<file path="src/rtl/ram_port_arbiter_pkg.sv">
// Shared encodings for the two-port RAM arbiter.
// Commands, FSM states and the RAM-select rule.
package ram_port_arbiter_pkg;

  localparam logic [1:0] MNONE  = 2'b00;
  localparam logic [1:0] MREAD  = 2'b01;
  localparam logic [1:0] MWRITE = 2'b10;

  typedef enum logic {
    IDLE    = 1'b0,
    RD_WAIT = 1'b1
  } state_e;

  function automatic logic is_req(input logic [1:0] cmd);
    return (cmd == MREAD) || (cmd == MWRITE);
  endfunction

  // Address MSB clear selects the RAM; set means outside it.
  function automatic logic in_ram(input logic msb);
    return !msb;
  endfunction

endpackage

</file>
<file path="src/rtl/ram_port_arbiter_rr2.sv">
// Two-way round-robin picker: on a tie the port
// that did not win last time is chosen.
module arb_rr2 (
  input  logic [1:0] req,
  input  logic       last,
  output logic [1:0] grant
);

  always_comb begin
    grant = 2'b00;
    unique case (1'b1)
      (req == 2'b11): grant = last ? 2'b01 : 2'b10;
      (req == 2'b01): grant = 2'b01;
      (req == 2'b10): grant = 2'b10;
      default:        grant = 2'b00;
    endcase
  end

endmodule

</file>
<file path="src/rtl/ram_port_arbiter.sv">
// Round-robin arbiter sharing one sync RAM between two ports.
// Optional bus locking is built when ARB_LOCK_EN is defined.
module ram_port_arbiter
  import ram_port_arbiter_pkg::*;
#(
  parameter int DW     = 16,
  parameter int AW     = 9,
  parameter int RAM_AW = 8
) (
  input  logic              clk,
  input  logic              reset,
  input  logic [1:0]        p0_cmd,
  input  logic [AW-1:0]     p0_addr,
  input  logic [DW-1:0]     p0_wdata,
  output logic              p0_gnt,
  output logic              p0_rvalid,
  output logic [DW-1:0]     p0_rdata,
  input  logic [1:0]        p1_cmd,
  input  logic [AW-1:0]     p1_addr,
  input  logic [DW-1:0]     p1_wdata,
  output logic              p1_gnt,
  output logic              p1_rvalid,
  output logic [DW-1:0]     p1_rdata,
`ifdef ARB_LOCK_EN
  input  logic              p0_lock,
  input  logic              p1_lock,
`endif
  output logic [RAM_AW-1:0] ram_read_address,
  output logic [RAM_AW-1:0] ram_write_address,
  output logic              ram_write,
  output logic [DW-1:0]     ram_din,
  input  logic [DW-1:0]     ram_dout,
  output logic              busy,
  output logic              last_grant
);

  state_e          state, state_nxt;
  logic            last_q;
  logic            rd_port_q;
  logic            rd_oor_q;
  logic [1:0]      req;
  logic [1:0]      pick;
  logic [1:0]      gnt;
  logic            sel;
  logic [1:0]      cmd;
  logic [AW-1:0]   addr;
  logic [DW-1:0]   wdata;
  logic            granted;
  logic            g_rd;
  logic            g_wr;

`ifdef ARB_LOCK_EN
  logic lock_q;
  logic owner_q;

  // While locked, only the owner may compete.
  always_comb begin
    req = {is_req(p1_cmd), is_req(p0_cmd)};
    if (lock_q)
      req = req & (owner_q ? 2'b10 : 2'b01);
  end

  always_ff @(posedge clk) begin
    if (!reset) begin
      lock_q  <= 1'b0;
      owner_q <= 1'b0;
    end else if (granted) begin
      lock_q  <= sel ? p1_lock : p0_lock;
      owner_q <= sel;
    end
  end
`else
  assign req = {is_req(p1_cmd), is_req(p0_cmd)};
`endif

  arb_rr2 u_rr (
    .req   (req),
    .last  (last_q),
    .grant (pick)
  );

  assign gnt     = (reset && state == IDLE) ? pick : 2'b00;
  assign sel     = gnt[1];
  assign cmd     = sel ? p1_cmd : p0_cmd;
  assign addr    = sel ? p1_addr : p0_addr;
  assign wdata   = sel ? p1_wdata : p0_wdata;
  assign granted = |gnt;
  assign g_rd    = granted && (cmd == MREAD);
  assign g_wr    = granted && (cmd == MWRITE);

  always_ff @(posedge clk) begin
    if (!reset) begin
      state     <= IDLE;
      last_q    <= 1'b1;
      rd_port_q <= 1'b0;
      rd_oor_q  <= 1'b0;
    end else begin
      state <= state_nxt;
      if (granted)
        last_q <= sel;
      if (g_rd) begin
        rd_port_q <= sel;
        rd_oor_q  <= !in_ram(addr[AW-1]);
      end
    end
  end

  always_comb begin
    state_nxt = state;
    case (state)
      IDLE:    if (g_rd) state_nxt = RD_WAIT;
      RD_WAIT: state_nxt = IDLE;
    endcase
  end

  // Read data leaves the RAM one cycle after the address.
  always_comb begin
    ram_write         = 1'b0;
    ram_write_address = '0;
    ram_din           = '0;
    ram_read_address  = '0;
    p0_rvalid         = 1'b0;
    p1_rvalid         = 1'b0;
    p0_rdata          = '0;
    p1_rdata          = '0;
    if (g_wr && in_ram(addr[AW-1])) begin
      ram_write         = 1'b1;
      ram_write_address = addr[RAM_AW-1:0];
      ram_din           = wdata;
    end
    if (g_rd)
      ram_read_address = addr[RAM_AW-1:0];
    if (reset && state == RD_WAIT) begin
      if (rd_port_q) begin
        p1_rvalid = 1'b1;
        p1_rdata  = rd_oor_q ? '0 : ram_dout;
      end else begin
        p0_rvalid = 1'b1;
        p0_rdata  = rd_oor_q ? '0 : ram_dout;
      end
    end
  end

  assign p0_gnt     = gnt[0];
  assign p1_gnt     = gnt[1];
  assign busy       = (state == RD_WAIT);
  assign last_grant = last_q;

endmodule

</file>
<file path="config.mk">
export PLATFORM = sky130hd
export DESIGN_NAME = ram_port_arbiter
export DESIGN_NICKNAME = d
export VERILOG_FILES = /design/src/rtl/ram_port_arbiter_pkg.sv /design/src/rtl/ram_port_arbiter_rr2.sv /design/src/rtl/ram_port_arbiter.sv
export SDC_FILE = /design/constraint.sdc
export NUM_CORES = 1
export LEC_CHECK = 0
export CAP_MARGIN = 15
export CORE_MARGIN = 2
export CORE_UTILIZATION = 27
export CTS_CLUSTER_SIZE = 24
export DETAILED_ROUTE_END_ITERATION = 10
export HOLD_SLACK_MARGIN = 0.15
export PLACE_DENSITY_LB_ADDON = 0.1
export SKIP_LAST_GASP = 1
export SLEW_MARGIN = 20
export SYNTH_ARGS = -nofsm -noshare
export SYNTH_HDL_FRONTEND = slang
export SYNTH_HIERARCHICAL = 1
export SYNTH_SLANG_ARGS = --single-unit
</file>
<file path="constraint.sdc">
create_clock -name clk -period 4.2 [get_ports clk]
set_input_delay 1.05 -clock clk [delete_from_list [all_inputs] [get_ports clk]]
set_output_delay 1.05 -clock clk [all_outputs]
set_load 0.01 [all_outputs]
</file>
Word level (Yosys, flattened, before mapping)
Index checks and enable logic that the tools add are counted.

Equal/unequal tests: 9. Muxes and demuxes: 21. Bitwise operators: 1. Reductions and logical operators: 9.

Operators by type and width (number): $mux W16 (7); $mux W8 (2); $eq A2 B2 Y1 const B (5); $mux W9 (1); $eq A2 B1 Y1 const B (4); $mux W1 (6); $mux W2 (3); $pmux W2 S3 (1); $logic_and A1 B1 Y1 (5); $logic_or A1 B1 Y1 (2); $pmux W1 S2 (1); $reduce_or A2 Y1 (1); $logic_not A1 Y1 (1); $not A1 Y1 (1).

Register bits after elaboration: 4. Input bits: 72. Output and inout bits: 71. Word-level logic and storage cells: 44.

Longest topological paths before layout
Word-level depth: 10. Gate-level depth with buffers: 7. Mapped depth without buffers: 6.

Hierarchy
Netlist, hierarchy kept.

Modules (own cells, without submodules): ram_port_arbiter (times used 1, cells an instance 179, area each 1152.4 sq um, seq. area each 80.1 sq um); arb_rr2 (times used 1, cells an instance 3, area each 18.8 sq um, seq. area each 0.0 sq um).

Worst setup path after synthesis
Ideal clock, no wire load.

Path type: input to output. From: input port p1_cmd[0]. To: output port ram_din[10]. Arrival time: 2.887 ns. Data required time: 3.150 ns. Slack: 0.263 ns. Cell stages on the path: 5. Buffers on the path: 0. Cells stage by stage: xor2_1 > a21boi_0 > or2b_1 > a211o_1 > a2111oi_0.

Cells in the longest elaborated chain, start to end: 10. Elaborated cells on any way between the ends: 17. Classes of those cells: 6 x eq/ne; 6 x mux; 5 x reduce/logical.

RTL lines: from (decl) (line ram_port_arbiter.sv:18) `input logic [1:0] p1_cmd,`; $eq A2 B1 Y1 or $eq A2 B2 Y1 (tied branches) (line ram_port_arbiter_pkg.sv:15) `return (cmd == MREAD) || (cmd == MWRITE);`; $logic_or A1 B1 Y1 (*) (line ram_port_arbiter_pkg.sv:15); $eq A2 B2 Y1, or another cell as far along (line ram_port_arbiter_rr2.sv:14) `(req == 2'b10): grant = 2'b10;`; $pmux W2 S3 (*) (line ram_port_arbiter_rr2.sv:11) `unique case (1'b1)`; net pick[1] (line ram_port_arbiter.sv:42) `logic [1:0] pick;`; $mux W2 (*) (line ram_port_arbiter.sv:82) `assign gnt = (reset && state == IDLE) ? pick : 2'b00;`; $mux W2 (line ram_port_arbiter.sv:84) `assign cmd = sel ? p1_cmd : p0_cmd;`; $eq A2 B2 Y1 (line ram_port_arbiter.sv:89) `assign g_wr = granted && (cmd == MWRITE);`; $logic_and A1 B1 Y1 (line ram_port_arbiter.sv:89); $logic_and A1 B1 Y1 (line ram_port_arbiter.sv:126) `if (g_wr && in_ram(addr[AW-1])) begin`; $mux W16 (*) (line ram_port_arbiter.sv:126); to (decl) (line ram_port_arbiter.sv:31) `output logic [DW-1:0] ram_din,`.

The timed path passes the listed nets; every way through them passes the cells marked *.

Final worst setup path
From: input port p1_cmd[0]. To: output port ram_din[7].

Elaborated cells on any way between the ends: 17. Classes of those cells: 6 x eq/ne; 6 x mux; 5 x reduce/logical.

RTL lines: $eq A2 B1 Y1 or $eq A2 B2 Y1 (tied branches) (line ram_port_arbiter_pkg.sv:15); $logic_or A1 B1 Y1 (*) (line ram_port_arbiter_pkg.sv:15); net req[1] (line ram_port_arbiter.sv:41) `logic [1:0] req;`; $eq A2 B2 Y1, or another cell as far along (line ram_port_arbiter_rr2.sv:14); $pmux W2 S3 (*) (line ram_port_arbiter_rr2.sv:11); net pick[0] (line ram_port_arbiter.sv:42); $mux W2 (*) (line ram_port_arbiter.sv:82); $reduce_or A2 Y1 (*) (line ram_port_arbiter.sv:87) `assign granted = |gnt;`; $logic_and A1 B1 Y1 (*) (line ram_port_arbiter.sv:89); $logic_and A1 B1 Y1 (*) (line ram_port_arbiter.sv:126); $mux W16 (*) (line ram_port_arbiter.sv:126).

Marked as above.

==> impl_metrics.ini <==
[placement]
place.port_buffers = 142
place_hpwl_mm = 4.43
dpl_worst_slack_ns = -0.748
placed_cells_incl_taps = 387
globalplace.congestion = 0.784
post_dp_cell_area_sq_um = 2830

[synthesis]
synth_area_per_cell_sq_um = 6.43
synth-edff-count = 0
yosys-top-cells-count = 67 x nand2_1, 34 x nor2_1, 17 x a2111oi_2
synth.largest_area_cell = a2111oi_2
yosys_register_bits = 4
post_synth_main_area_contributors = a2111oi_2 22%, nand2_1 21%, nor2_1 11%
synthCells = 182
ys_types = 34
most_common_cell_in_the_netlist = nand2_1
synth-async-reset-ratio = 0
postSynth.topFlopCell = dfxtp_1
yosysSeqAreaShare = 0.0684
postSynthNetCount = 254
synth_area_sq_um = 1170
ys_warn_count = 6
yosys.area.top_type_share = 0.218

[floorplan]
design.die.area_sq_um = 4880
io_pins = 143
row_count = 23
die_h_um = 69.9
fp.dieW_um = 69.9
start_util = 0.287
floorplan.core_area_sq_um = 4090

[clocking]
cts_buffers = 3
ctsLongestPathBuffers = 2
tritoncts_clock_tree = built
clock_tree.root_cell = clkbuf_8
clkSinkCount = 4
clock_insertion_delay_worst_skew_ns = 0.22
cts.clk_slew.worst_paths_ns = 0.03
cts-htree-levels = 1

[detailed_routing]
vias = 2102
ant_nets = 0
drtIter0Drc = 55
routed_wire_length_per_instance_um = 15.7
route.detailed.vias_per_inst = 5.16
drt_wirelength_mm = 6.39
post-route-drc-count = 0
dr.pass1.iters = 4

[min_path]
worst_hold_path_type = flop to flop
min_path_cells = 2

[critical_path]
critical_path.max_stage_delay_ns = 0.42
reg2regPathDepth = 11
required_time_reported_for_the_critical_path_endpoint_ns = 3.15
worst-setup-path-type = primary input to primary output
critical_path.endpoint_type = primary output
worstPathMaxFanout = 8
cp_slowest_cell = or3b_4
arrival_ns = 3.07
crit_chain = clkbuf_2 > xor2_2 > buf_4 > a21boi_2 > or3b_4 > a211o_4 > buf_16 > a2111oi_4 > buf_2
startpoint_type = primary input

[cells_and_area]
synthToLayoutAreaGrowth_pct = 173
final_nets = 431
count_of_inserted_antenna_diode_cells = 0
n_fill_cell = 333
design_area_sq_um = 3190
fraction_of_layout_instances_using_a_drive_strength_above_1 = 0.333
layout.cells.non_filler = 407

[pwr]
p_sw_frac = 0.402
clock_power_share = 0.182
peakVddDrop_mv = 0.0751
pwr_density_nw_per_um2 = 142
switchingPower_w = 0.000182
p_comb_frac = 0.721
power_frac_seq = 0.098
total_leakage_power_nw = 1.29
internal-power_w = 0.000271

[sta]
setup-tns-final_ns = 0
layout_setup_ws_ns = 0.0796
final_period_minus_worst_setup_slack_ns = 4.12
setup_repair_after_global_routing_missed_its_margin = no
finalMaxSlewViolations = 0
clock_skew_ns = 0.00198
finalCritPeriodShare = 0.981
final-hold-violation-count = 0
fin_hold_ws_ns = 0.501
max_slew.worst_pin.slew_ns = 0.453
slew_headroom = 0.696
achievable-frequency_ghz = 0.243
timing.final.setup_violations = 0

[global_routing]
globalRouteOverflowTotal = 0
largest_net_degree_at_the_start_of_global_routing = 18
number_of_antenna_violations_at_the_first_check_in_global_routing = 0
grt_pass1_wl_mm = 9.55
grt_usage = 0.236
grt_pass1_vias = 2015

[job]
max_cap_viol_count = 0

[status]
run_status = complete, no violations
[routing by layer]
| layer | GRT usage | wire length [um] | vias up |
|---|---|---|---|
| li1 | - | - | 997 |
| met1 | 0.258 | 2280 | 971 |
| met2 | 0.452 | 3480 | 120 |
| met3 | 0.0433 | 508 | 14 |
| met4 | 0.0791 | 128 | 0 |
| met5 | 0 | 0 | - |
[final timing paths]
check / startpoint / end / slack [ns]
max: p1_cmd[0] / ram_din[7] / 0.08
min: rd_port_q / rd_port_q / 0.50
max reg2reg: last_grant / rd_oor_q / 2.11
min reg2reg: rd_port_q / rd_port_q / 0.50
[placed cells by master (no fill, tap or decap), types with 3 or more instances in the layout]
master	n
buf_6	4
a2111oi_2	3
a2111oi_4	20
buf_2	27
clkdlybuf4s50_1	105
nand2_1	67
a22o_1	8
inv_1	5
buf_4	36
dfxtp_1	4
clkdlybuf4s15_2	3
clkbuf_8	3
nor2_1	34
clkbuf_2	6
[area by class of cell]
cell class | count | area (sq um) | area share
clock buffers | 3 | 41.3 | 0.0129
inverters | 7 | 26.3 | 0.00823
multi-input cells | 157 | 1320 | 0.412
flip-flops and latches | 4 | 80.1 | 0.0251
well taps | 50 | 62.6 | 0.0196
repair buffers | 186 | 1670 | 0.523
[repair_timing]
action,4_1_cts,5_1_grt
buffers inserted,7,7
endpoints found under the setup margin,34,33
gates cloned,3,0
hold buffers,0,0
gates resized for setup,148,33
pin swaps,4,17
[flip-flops by register name, summed over array words and instances, names as in the netlist]
name        count
busy            1
rd_port_q       1
last_grant      1
rd_oor_q        1
[power by group through the flow]
stage	Combinational [W]	Clock (W)	Sequential [W]
after detailed placement	0.000250	0	0.0000435
after global placement	0.000248	0	0.0000434
final	0.000326	0.0000822	0.0000443
after floorplan	0.000106	0	0.0000436
after CTS	0.000286	0.0000830	0.0000437
after global routing	0.000348	0.0000854	0.0000444
[cell families after synthesis]
kind of cell | synth area share
AO/OA/AOI/OAI | 0.413
XOR/XNOR | 0.0150
buffers and inverters | 0.0865
flip-flops | 0.0684
multiplexers | 0.0182
AND/OR/NAND/NOR | 0.399
[per-stage QoR]
step / power, W / utilization
floorplan: 0.000150 / -
global placement: 0.000292 / 0.692
detailed placement: 0.000294 / 0.692
CTS: 0.000413 / 0.732
global route: 0.000477 / 0.782
finish: 0.000453 / 0.782
[worst max-delay path, delay by kind of cell]
family / cells / cell delay, ns
buffers and inverters: 4 / 0.61
xor gates and xnor gates: 1 / 0.18
and+or+nand+nor: 1 / 0.42
AOI/OAI and AO/OA: 3 / 0.80
Power figures use the tool's default switching activity.
